[src/rtl/keypad_encoder.sv]
// ---------------------------------------------------------------------------
// keypad_encoder
//   Front-panel input block of the microwave timer. Scans a 4x3 matrix
//   keypad one column at a time, debounces press and release, encodes the
//   accepted key and shifts digits into the BCD time registers that also
//   feed the seven-segment display path. Clear (*) and start (#) are
//   reported to the control FSM.
//
// Parameters
//   SCAN_CYCLES     cycles each column is driven before rows are sampled
//   DEBOUNCE_CYCLES stable cycles required for both press and release
//
// Ports
//   clk          system clock, rising edge
//   rst_n        asynchronous active-low reset
//   row_sense    keypad rows, active-low, already synchronised
//   col_drive    keypad columns, active-low, one-hot-low
//   load_en      digit entry allowed (low while cooking)
//   clear        synchronous clear of the digit registers
//   sec_ones     BCD seconds ones
//   sec_tens     BCD seconds tens (0-5)
//   min          BCD minutes
//   key_valid    one-cycle pulse per debounced press
//   key_code     code of the last accepted key (0-9, *=A, #=B)
//   start_pulse  one-cycle pulse on a # press
//   entry_err    one-cycle pulse when a digit is rejected
// ---------------------------------------------------------------------------
module keypad_encoder #(
  parameter int SCAN_CYCLES     = 2,
  parameter int DEBOUNCE_CYCLES = 4
) (
  input  logic       clk,
  input  logic       rst_n,
  input  logic [3:0] row_sense,
  output logic [2:0] col_drive,
  input  logic       load_en,
  input  logic       clear,
  output logic [3:0] sec_ones,
  output logic [3:0] sec_tens,
  output logic [3:0] min,
  output logic       key_valid,
  output logic [3:0] key_code,
  output logic       start_pulse,
  output logic       entry_err
);

  localparam int SW = $clog2(SCAN_CYCLES + 1);
  localparam int DW = $clog2(DEBOUNCE_CYCLES + 1);

  localparam logic [SW-1:0] SCAN_LAST = SW'(SCAN_CYCLES - 1);
  localparam logic [DW-1:0] DB_LAST   = DW'(DEBOUNCE_CYCLES - 1);

  localparam logic [1:0] ST_SCAN     = 2'd0;
  localparam logic [1:0] ST_DEBOUNCE = 2'd1;
  localparam logic [1:0] ST_HELD     = 2'd2;
  localparam logic [1:0] ST_RELEASE  = 2'd3;

  localparam logic [3:0] CODE_STAR = 4'hA;
  localparam logic [3:0] CODE_HASH = 4'hB;

  logic [1:0]    state_q, state_d;
  logic [1:0]    col_q, col_d;
  logic [1:0]    row_q, row_d;
  logic [SW-1:0] scan_cnt_q, scan_cnt_d;
  logic [DW-1:0] db_cnt_q, db_cnt_d;

  logic [3:0] ones_q, ones_d;
  logic [3:0] tens_q, tens_d;
  logic [3:0] min_q, min_d;
  logic [3:0] code_q, code_d;
  logic       valid_q, valid_d;
  logic       start_q, start_d;
  logic       err_q, err_d;

  logic       accept;
  logic [1:0] next_col;
  logic [1:0] low_row;
  logic       any_low;
  logic       all_high;
  logic [3:0] key_w;

  assign next_col = (col_q == 2'd2) ? 2'd0 : col_q + 2'd1;
  assign any_low  = ~&row_sense;
  assign all_high = &row_sense;

  // Lowest-index low row wins when several rows read low together.
  always_comb begin
    if      (!row_sense[0]) low_row = 2'd0;
    else if (!row_sense[1]) low_row = 2'd1;
    else if (!row_sense[2]) low_row = 2'd2;
    else                    low_row = 2'd3;
  end

  // Encode the latched row/column into the key code.
  always_comb begin
    key_w = 4'h0;
    if (row_q != 2'd3) begin
      key_w = ({2'b00, row_q} * 4'd3) + {2'b00, col_q} + 4'd1;
    end else begin
      case (col_q)
        2'd0:    key_w = CODE_STAR;
        2'd1:    key_w = 4'd0;
        default: key_w = CODE_HASH;
      endcase
    end
  end

  // Scan / debounce state machine.
  // NOTE: every variable assigned here gets a default first so no path
  // leaves it unassigned, which is what would otherwise infer a latch.
  always_comb begin
    state_d    = state_q;
    col_d      = col_q;
    row_d      = row_q;
    scan_cnt_d = scan_cnt_q;
    db_cnt_d   = db_cnt_q;
    accept     = 1'b0;

    case (state_q)
      ST_SCAN: begin
        if (scan_cnt_q == SCAN_LAST) begin
          scan_cnt_d = '0;
          if (any_low) begin
            // Column stays driven; only the row is captured.
            row_d    = low_row;
            db_cnt_d = '0;
            state_d  = ST_DEBOUNCE;
          end else begin
            col_d = next_col;
          end
        end else begin
          scan_cnt_d = scan_cnt_q + 1'b1;
        end
      end

      ST_DEBOUNCE: begin
        if (!row_sense[row_q]) begin
          if (db_cnt_q == DB_LAST) begin
            state_d = ST_HELD;
            accept  = 1'b1;
          end else begin
            db_cnt_d = db_cnt_q + 1'b1;
          end
        end else begin
          // Bounce: drop the candidate and move on to the next column.
          state_d    = ST_SCAN;
          col_d      = next_col;
          scan_cnt_d = '0;
        end
      end

      ST_HELD: begin
        if (all_high) begin
          state_d  = ST_RELEASE;
          db_cnt_d = '0;
        end
      end

      ST_RELEASE: begin
        if (all_high) begin
          if (db_cnt_q == DB_LAST) begin
            state_d    = ST_SCAN;
            col_d      = next_col;
            scan_cnt_d = '0;
          end else begin
            db_cnt_d = db_cnt_q + 1'b1;
          end
        end else begin
          db_cnt_d = '0;
        end
      end

      default: begin
        state_d    = ST_SCAN;
        col_d      = 2'd0;
        scan_cnt_d = '0;
        db_cnt_d   = '0;
      end
    endcase
  end

  // Key action on acceptance and the synchronous clear of the digits.
  always_comb begin
    ones_d  = ones_q;
    tens_d  = tens_q;
    min_d   = min_q;
    code_d  = code_q;
    valid_d = 1'b0;
    start_d = 1'b0;
    err_d   = 1'b0;

    if (accept) begin
      valid_d = 1'b1;
      code_d  = key_w;
      if (key_w == CODE_HASH) begin
        start_d = 1'b1;
      end else if (key_w == CODE_STAR) begin
        if (load_en) begin
          ones_d = 4'd0;
          tens_d = 4'd0;
          min_d  = 4'd0;
        end
      end else if (load_en) begin
        // A shift moves sec_ones into sec_tens, which must stay 0-5.
        if (ones_q <= 4'd5) begin
          min_d  = tens_q;
          tens_d = ones_q;
          ones_d = key_w;
        end else begin
          err_d = 1'b1;
        end
      end
    end

    if (clear) begin
      ones_d = 4'd0;
      tens_d = 4'd0;
      min_d  = 4'd0;
    end
  end

  // NOTE: sequential state uses non-blocking assignments so every register
  // samples the pre-edge values, independent of statement order.
  always_ff @(posedge clk or negedge rst_n) begin
    if (!rst_n) begin
      state_q    <= ST_SCAN;
      col_q      <= 2'd0;
      row_q      <= 2'd0;
      scan_cnt_q <= '0;
      db_cnt_q   <= '0;
      ones_q     <= 4'd0;
      tens_q     <= 4'd0;
      min_q      <= 4'd0;
      code_q     <= 4'd0;
      valid_q    <= 1'b0;
      start_q    <= 1'b0;
      err_q      <= 1'b0;
    end else begin
      state_q    <= state_d;
      col_q      <= col_d;
      row_q      <= row_d;
      scan_cnt_q <= scan_cnt_d;
      db_cnt_q   <= db_cnt_d;
      ones_q     <= ones_d;
      tens_q     <= tens_d;
      min_q      <= min_d;
      code_q     <= code_d;
      valid_q    <= valid_d;
      start_q    <= start_d;
      err_q      <= err_d;
    end
  end

  always_comb begin
    case (col_q)
      2'd0:    col_drive = 3'b110;
      2'd1:    col_drive = 3'b101;
      default: col_drive = 3'b011;
    endcase
  end

  assign sec_ones    = ones_q;
  assign sec_tens    = tens_q;
  assign min         = min_q;
  assign key_code    = code_q;
  assign key_valid   = valid_q;
  assign start_pulse = start_q;
  assign entry_err   = err_q;

endmodule
[config.mk]
export PLATFORM = sky130hd
export DESIGN_NAME = keypad_encoder
export DESIGN_NICKNAME = d
export VERILOG_FILES = /design/src/rtl/keypad_encoder.sv
export SDC_FILE = /design/constraint.sdc
export NUM_CORES = 1
export LEC_CHECK = 0
export CORE_UTILIZATION = 35
export CTS_BUF_LIST = sky130_fd_sc_hd__clkbuf_16
export CTS_CLUSTER_DIAMETER = 120
export DETAILED_ROUTE_END_ITERATION = 10
export PLACE_DENSITY = 0.64
export SYNTH_ARGS = -nofsm -noshare
export SYNTH_HDL_FRONTEND = slang
export SYNTH_SLANG_ARGS = --single-unit
[constraint.sdc]
create_clock -name clk -period 3.45 [get_ports clk]
set_input_delay 0.69 -clock clk [delete_from_list [all_inputs] [get_ports clk]]
set_output_delay 0.69 -clock clk [all_outputs]
set_load 0.02 [all_outputs]
==> results of run 1 <==
[area by class of cell]
type / count / area (um2)
Clock buffer: 5 / 125
Inverter: 15 / 56.3
Multi-Input combinational cell: 99 / 731
Tap cell: 50 / 62.6
Sequential cell: 30 / 751
Clock inverter: 2 / 33.8
Timing Repair Buffer: 30 / 298
Fill cell: 375 / 2090
[state kept, by name (all words and copies together), names as in the netlist, named ones only]
register / flops
key_code: 4
min: 4
sec_ones: 4
sec_tens: 4
db_cnt_q: 3
col_q: 2
row_q: 2
scan_cnt_q: 2
entry_err: 1
key_valid: 1
start_pulse: 1
state_q: 1
[final timing paths]
kind                          endpoint  slack, ns  cells past startpoint
setup / recovery           sec_ones[2]       0.40                      7
hold / removal             db_cnt_q[0]       0.48                      1
setup reg to reg           sec_ones[2]       0.40                      7
hold reg to reg            db_cnt_q[0]       0.48                      1
max in group asynchronous  db_cnt_q[1]       2.37                      2
min in group asynchronous  key_code[1]       0.80                      2
[per-layer routing]
layer / routed length (um) / track usage / up-vias
met5: 0 / 0 / -
met4: 74 / 0.0969 / 0
met3: 143 / 0.0543 / 9
met2: 1590 / 0.258 / 28
met1: 1460 / 0.204 / 550
li1: - / - / 590
[worst register-to-register path: stages (launching register included)]
cell and delay (ns):
dfrtp_1 0.43, fa_1 0.58, inv_1 0.07, fa_1 0.51, nor4_1 0.52, o21a_1 0.27, o21a_1 0.36, mux2i_1 0.23
[power breakdown]
group	switching (mW)	internal [mW]
Sequential	0.0761	0.420
Clock	0.144	0.333
Combinational	0.410	0.308
[cell families (layout without fill, tap and decap cells)]
group / Yosys count / in the layout / synth area share
xor+xnor: 1 / 1 / 0.00559
buf+inv: 19 / 52 / 0.0551
fa+ha+maj: 7 / 7 / 0.0654
compound gates: 41 / 41 / 0.205
mux: 6 / 6 / 0.0479
flops: 30 / 30 / 0.479
simple gates: 44 / 44 / 0.142
[cells in the mapped netlist (all sizes together) (2+ instances only)]
library cell,count,area share
mux2,2,0.014
a21oi,2,0.0064
nand2,23,0.055
nor2,3,0.0072
o22ai,4,0.016
mux2i,3,0.019
nand3,2,0.0096
inv,14,0.034
a211o,2,0.011
nand4,2,0.0080
a21o,4,0.019
o21a,4,0.019
o31ai,2,0.013
nand2b,3,0.012
o32ai,5,0.033
nand3b,2,0.0096
o21ai,12,0.041
clkbuf,2,0.0048
dfrtp,30,0.48
ha,5,0.040
fa,2,0.026
buf,2,0.014
a211oi,3,0.022
and3,2,0.0080
[metrics by stage]
step	setup WS (ns)	power, mW	area [um2]
after detailed placement	0.389	1.22	1900
after floorplan	0.775	1.01	1570
after global routing	0.114	1.83	2060
after CTS	0.411	1.70	2060
after global placement	0.474	1.19	1900
final	0.398	1.69	2060
==> metrics, run 1 <==
status=finished, final reports clean; # port buffers=29; final non-filler cell total=231; Yosys reg bits=30; Max Cap Viol=0; Required @ worst endpoint=3.64 ns; setup TNS=0 ns; Worst setup EP type=flip-flop; grt ovf=0; launch point of the worst path=col_q[1]; HP Class=flip-flop to flip-flop; DIE HEIGHT=68.9 um; gr usage total=0.168; initial antenna violation count=0; minimum clock period=3.05 ns; synth warn=0; post-synth cell types=42; crit-path max cell delay=0.58 ns; clock root cell=clkbuf_16; Wirelength per Cell=14.2 um; RSZ-0062 raised after global routing=false; die area=4750 um2; largest net degree at the start of global routing=31; I/O pin count=30; Pleak=0.921 nW; DIE WIDTH=68.9 um; Setup CP Type=flip-flop to flip-flop; CTS resizes=0; final core occ=0.496; placed cells=224; Routed Antenna Nets=0; clk sink count=30; commonest non-fill, non-tap cell in the layout=dfrtp_1; drt first-iter violations=55; CP max FO=10; diode count=0; Post-CTS Setup Bufs=0; commonest non-fill, non-tap cells in the layout=dfrtp_1, clkdlybuf4s50_1, nand2_1; Worst-Margin Slew=0.532 ns; Setup-failing EPs final=0; Slew Limit Fails=0; CTS Buf Count=5; delay-heaviest family, CP=adder cells; EDFF count, synth=0; starting density of the core=0.378; slew margin rel.=0.642; hold_buf cts=0; post-synth net total=163; Main synth FF type=dfrtp_1; Seq/Total Area, Yosys=0.479; vias=1177; GPL Wtd Cong=0.833; drt pass-1 iters=4; global-route wire length before repair=5620 um; Worst Hold Slack=0.482 ns; Reg clk slew, reported paths=0.05 ns; Final period util=0.884; post-DP HPWL=2420 um; Site Rows=23; Avg Inst Size Synth=10.6 um2; crit path max-delay cell type=fa_1; ratio of cells with drive above 1 in the final layout=0.0994; Final Hold Vio Count=0; Clock Latency Late Sink=0.27 ns; Clock Path Buffers=2; CP Cell Sequence=fa_1 -> inv_1 -> fa_1 -> nor4_1 -> o21a_1 -> o21a_1 -> mux2i_1; Synth Instances=148; FF-to-FF Start=col_q[1]; area grow syn2layout=31.2%; Post-synth ARST share=1.00; Mapped Area=1570 um2; power per cell area=822 nW/um2; core area=4140 um2; Buf+Inv Stages, Crit Path=1; vias in the first global route=1223; Fmax=0.328 GHz; Max rail drop VDD=0.368 mV; routed vias/inst=5.10; Layout Skew=0.00541 ns; startpoint types=flip-flop; final layout net count=196; DRC viols=0; arrival time at the worst endpoint=3.24 ns; CTS tree=built; total wire length=3280 um; hold path start=db_cnt_q[0]; H-tree depth=2
Note: power is estimated with default switching activity, not from simulation.
==> run 2, diff against run 1 <==
Settings changed: CORE_ASPECT_RATIO from default to 1.1.
==> run 2 against run 1 <==
Global-route usage shrank 2.3 points. Die area is essentially flat. Hold slack gained 0.013 ns. Core utilization shrank 1.5 points. Sequential share of layout area shrank 0.089 points. Via count grew 3.3%. Sequential power is essentially flat. Register-to-register slack gained 0.02 ns. Non-clock buffer count is the same. Total power shrank 0.14%. Final cell count grew 1.7%. Clock power shrank 3%. Critical path type unchanged. Largest power group unchanged.
==> metrics, run 2 (synthesized netlist as in run 1, its figures left out) <==
crit path max-delay cell type=fa_1; startpoint types=flip-flop; met2 WL post-DR=1650 um; Routed met3 length=114 um; status=finished, final reports clean; Layout Skew=0.00438 ns; CP max FO=10; crit-path max cell delay=0.58 ns; core area=4290 um2; commonest non-fill, non-tap cell in the layout=dfrtp_1; setup slack at placement=0.400 ns; commonest non-fill, non-tap cells in the layout=dfrtp_1, clkdlybuf4s50_1, nand2_1; final non-filler cell total=235; DIE HEIGHT=72.2 um; Setup CP Type=flip-flop to flip-flop; area grow syn2layout=31.5%; hold_buf cts=0; placed cells=228; drt pass-1 iters=4; starting density of the core=0.366; Clock Latency Late Sink=0.27 ns; DRC viols=0; diode count=0; fin area=2060 um2; Worst-Margin Slew=0.531 ns; setup TNS=0 ns; Tot Pwr=1.69 mW; Site Rows=25; Fmax=0.330 GHz; clk sink count=30; Max Cap Viol=0; Worst Hold Slack=0.495 ns; Routed Antenna Nets=0; launch point of the worst path=col_q[1]; Pleak=0.921 nW; HP Class=flip-flop to flip-flop; Max rail drop VDD=0.334 mV; largest net degree at the start of global routing=31; CTS Buf Count=5; Setup-failing EPs final=0; Final Hold Vio Count=0; total wire length=3150 um; Slew Limit Fails=0; final layout net count=196; dpl cell area=1900 um2; Reg clk slew, reported paths=0.05 ns; CTS tree=built; CP Cell Sequence=fa_1 -> inv_1 -> fa_1 -> nor4_1 -> o21a_1 -> o21a_1 -> mux2i_1; global-route wire length before repair=5240 um; grt ovf=0; final core occ=0.481; # port buffers=29; ratio of cells with drive above 1 in the final layout=0.0994; drt first-iter violations=61; routed vias/inst=5.17; Required @ worst endpoint=3.63 ns; CTS resizes=0; Clock Path Buffers=2; RR Endpoint=sec_ones[2]; initial antenna violation count=0; gr usage total=0.145; Post-CTS Setup Bufs=0; H-tree depth=2; setup ws final=0.418 ns; Final period util=0.879; Wirelength per Cell=13.4 um; GPL Wtd Cong=0.870; FF-to-FF Start=col_q[1]; FF-to-FF path depth=7; die area=4750 um2; minimum clock period=3.03 ns; Worst setup EP type=flip-flop; post-DP HPWL=2400 um; Metal-1 WL=1350 um; Reg2Reg Setup Slack=0.42 ns; power per cell area=819 nW/um2; I/O pin count=30; DIE WIDTH=65.8 um; vias in the first global route=1181; crit path to=sec_ones[2]; vias=1216; Max Used Layer=met4; arrival time at the worst endpoint=3.22 ns; slew margin rel.=0.643; clock root cell=clkbuf_16; RSZ-0062 raised after global routing=false
-- run 2: cell counts in the layout (fill, tap and decap cells not counted) --
No cell type changed its count.
-- run 2: per-layer routing --
layer,GRT usage,up-vias
li1,-,594
met1,0.175,590
met2,0.245,28
met3,0.0440,4
met4,0.0435,0
met5,0,-
-- run 2: worst min path at each step --
stage	endpoint	slack (ns)	cells past startpoint	startpoint
6_report	db_cnt_q[0]	0.49	1	db_cnt_q[0]
2_1_floorplan	async pin	0.39	0	rst_n
3_3_place_gp	db_cnt_q[0]	0.47	1	db_cnt_q[0]
3_5_place_dp	scan_cnt_q[0]	0.49	1	scan_cnt_q[0]
5_1_grt	db_cnt_q[0]	0.51	1	db_cnt_q[0]
4_1_cts	scan_cnt_q[0]	0.50	1	scan_cnt_q[0]
-- run 2: final cells by class --
class                   instances  area [um2]
flip-flops and latches         30         751
well taps                      54        67.6
repair buffers                 30         298
clock inverters                 2        33.8
multi-input cells              99         731
inverters                      15        56.3
fillers                       368        2220
clock buffers                   5         125
-- run 2: power by group --
group	switching, mW	internal, mW	total [mW]
Combinational	0.421	0.306	0.727
Clock	0.133	0.332	0.465
Sequential	0.0758	0.420	0.496
Total	0.630	1.06	1.69
-- run 2: critical path, delay by kind of cell, from the launching register on --
family                     cells  cell delay [ns]
muxes                          1             0.23
AOI/OAI and AO/OA              2             0.63
buffers and inverters          1             0.06
DFF                            1             0.42
adders and majority gates      2             1.09
and+or+nand+nor                1             0.52
==> run 3, diff against run 2 <==
Settings changed: CAP_MARGIN from default to 20.
==> results of run 3 <==
Same layout as run 2: the final DEF is identical, and so are final timing and power.
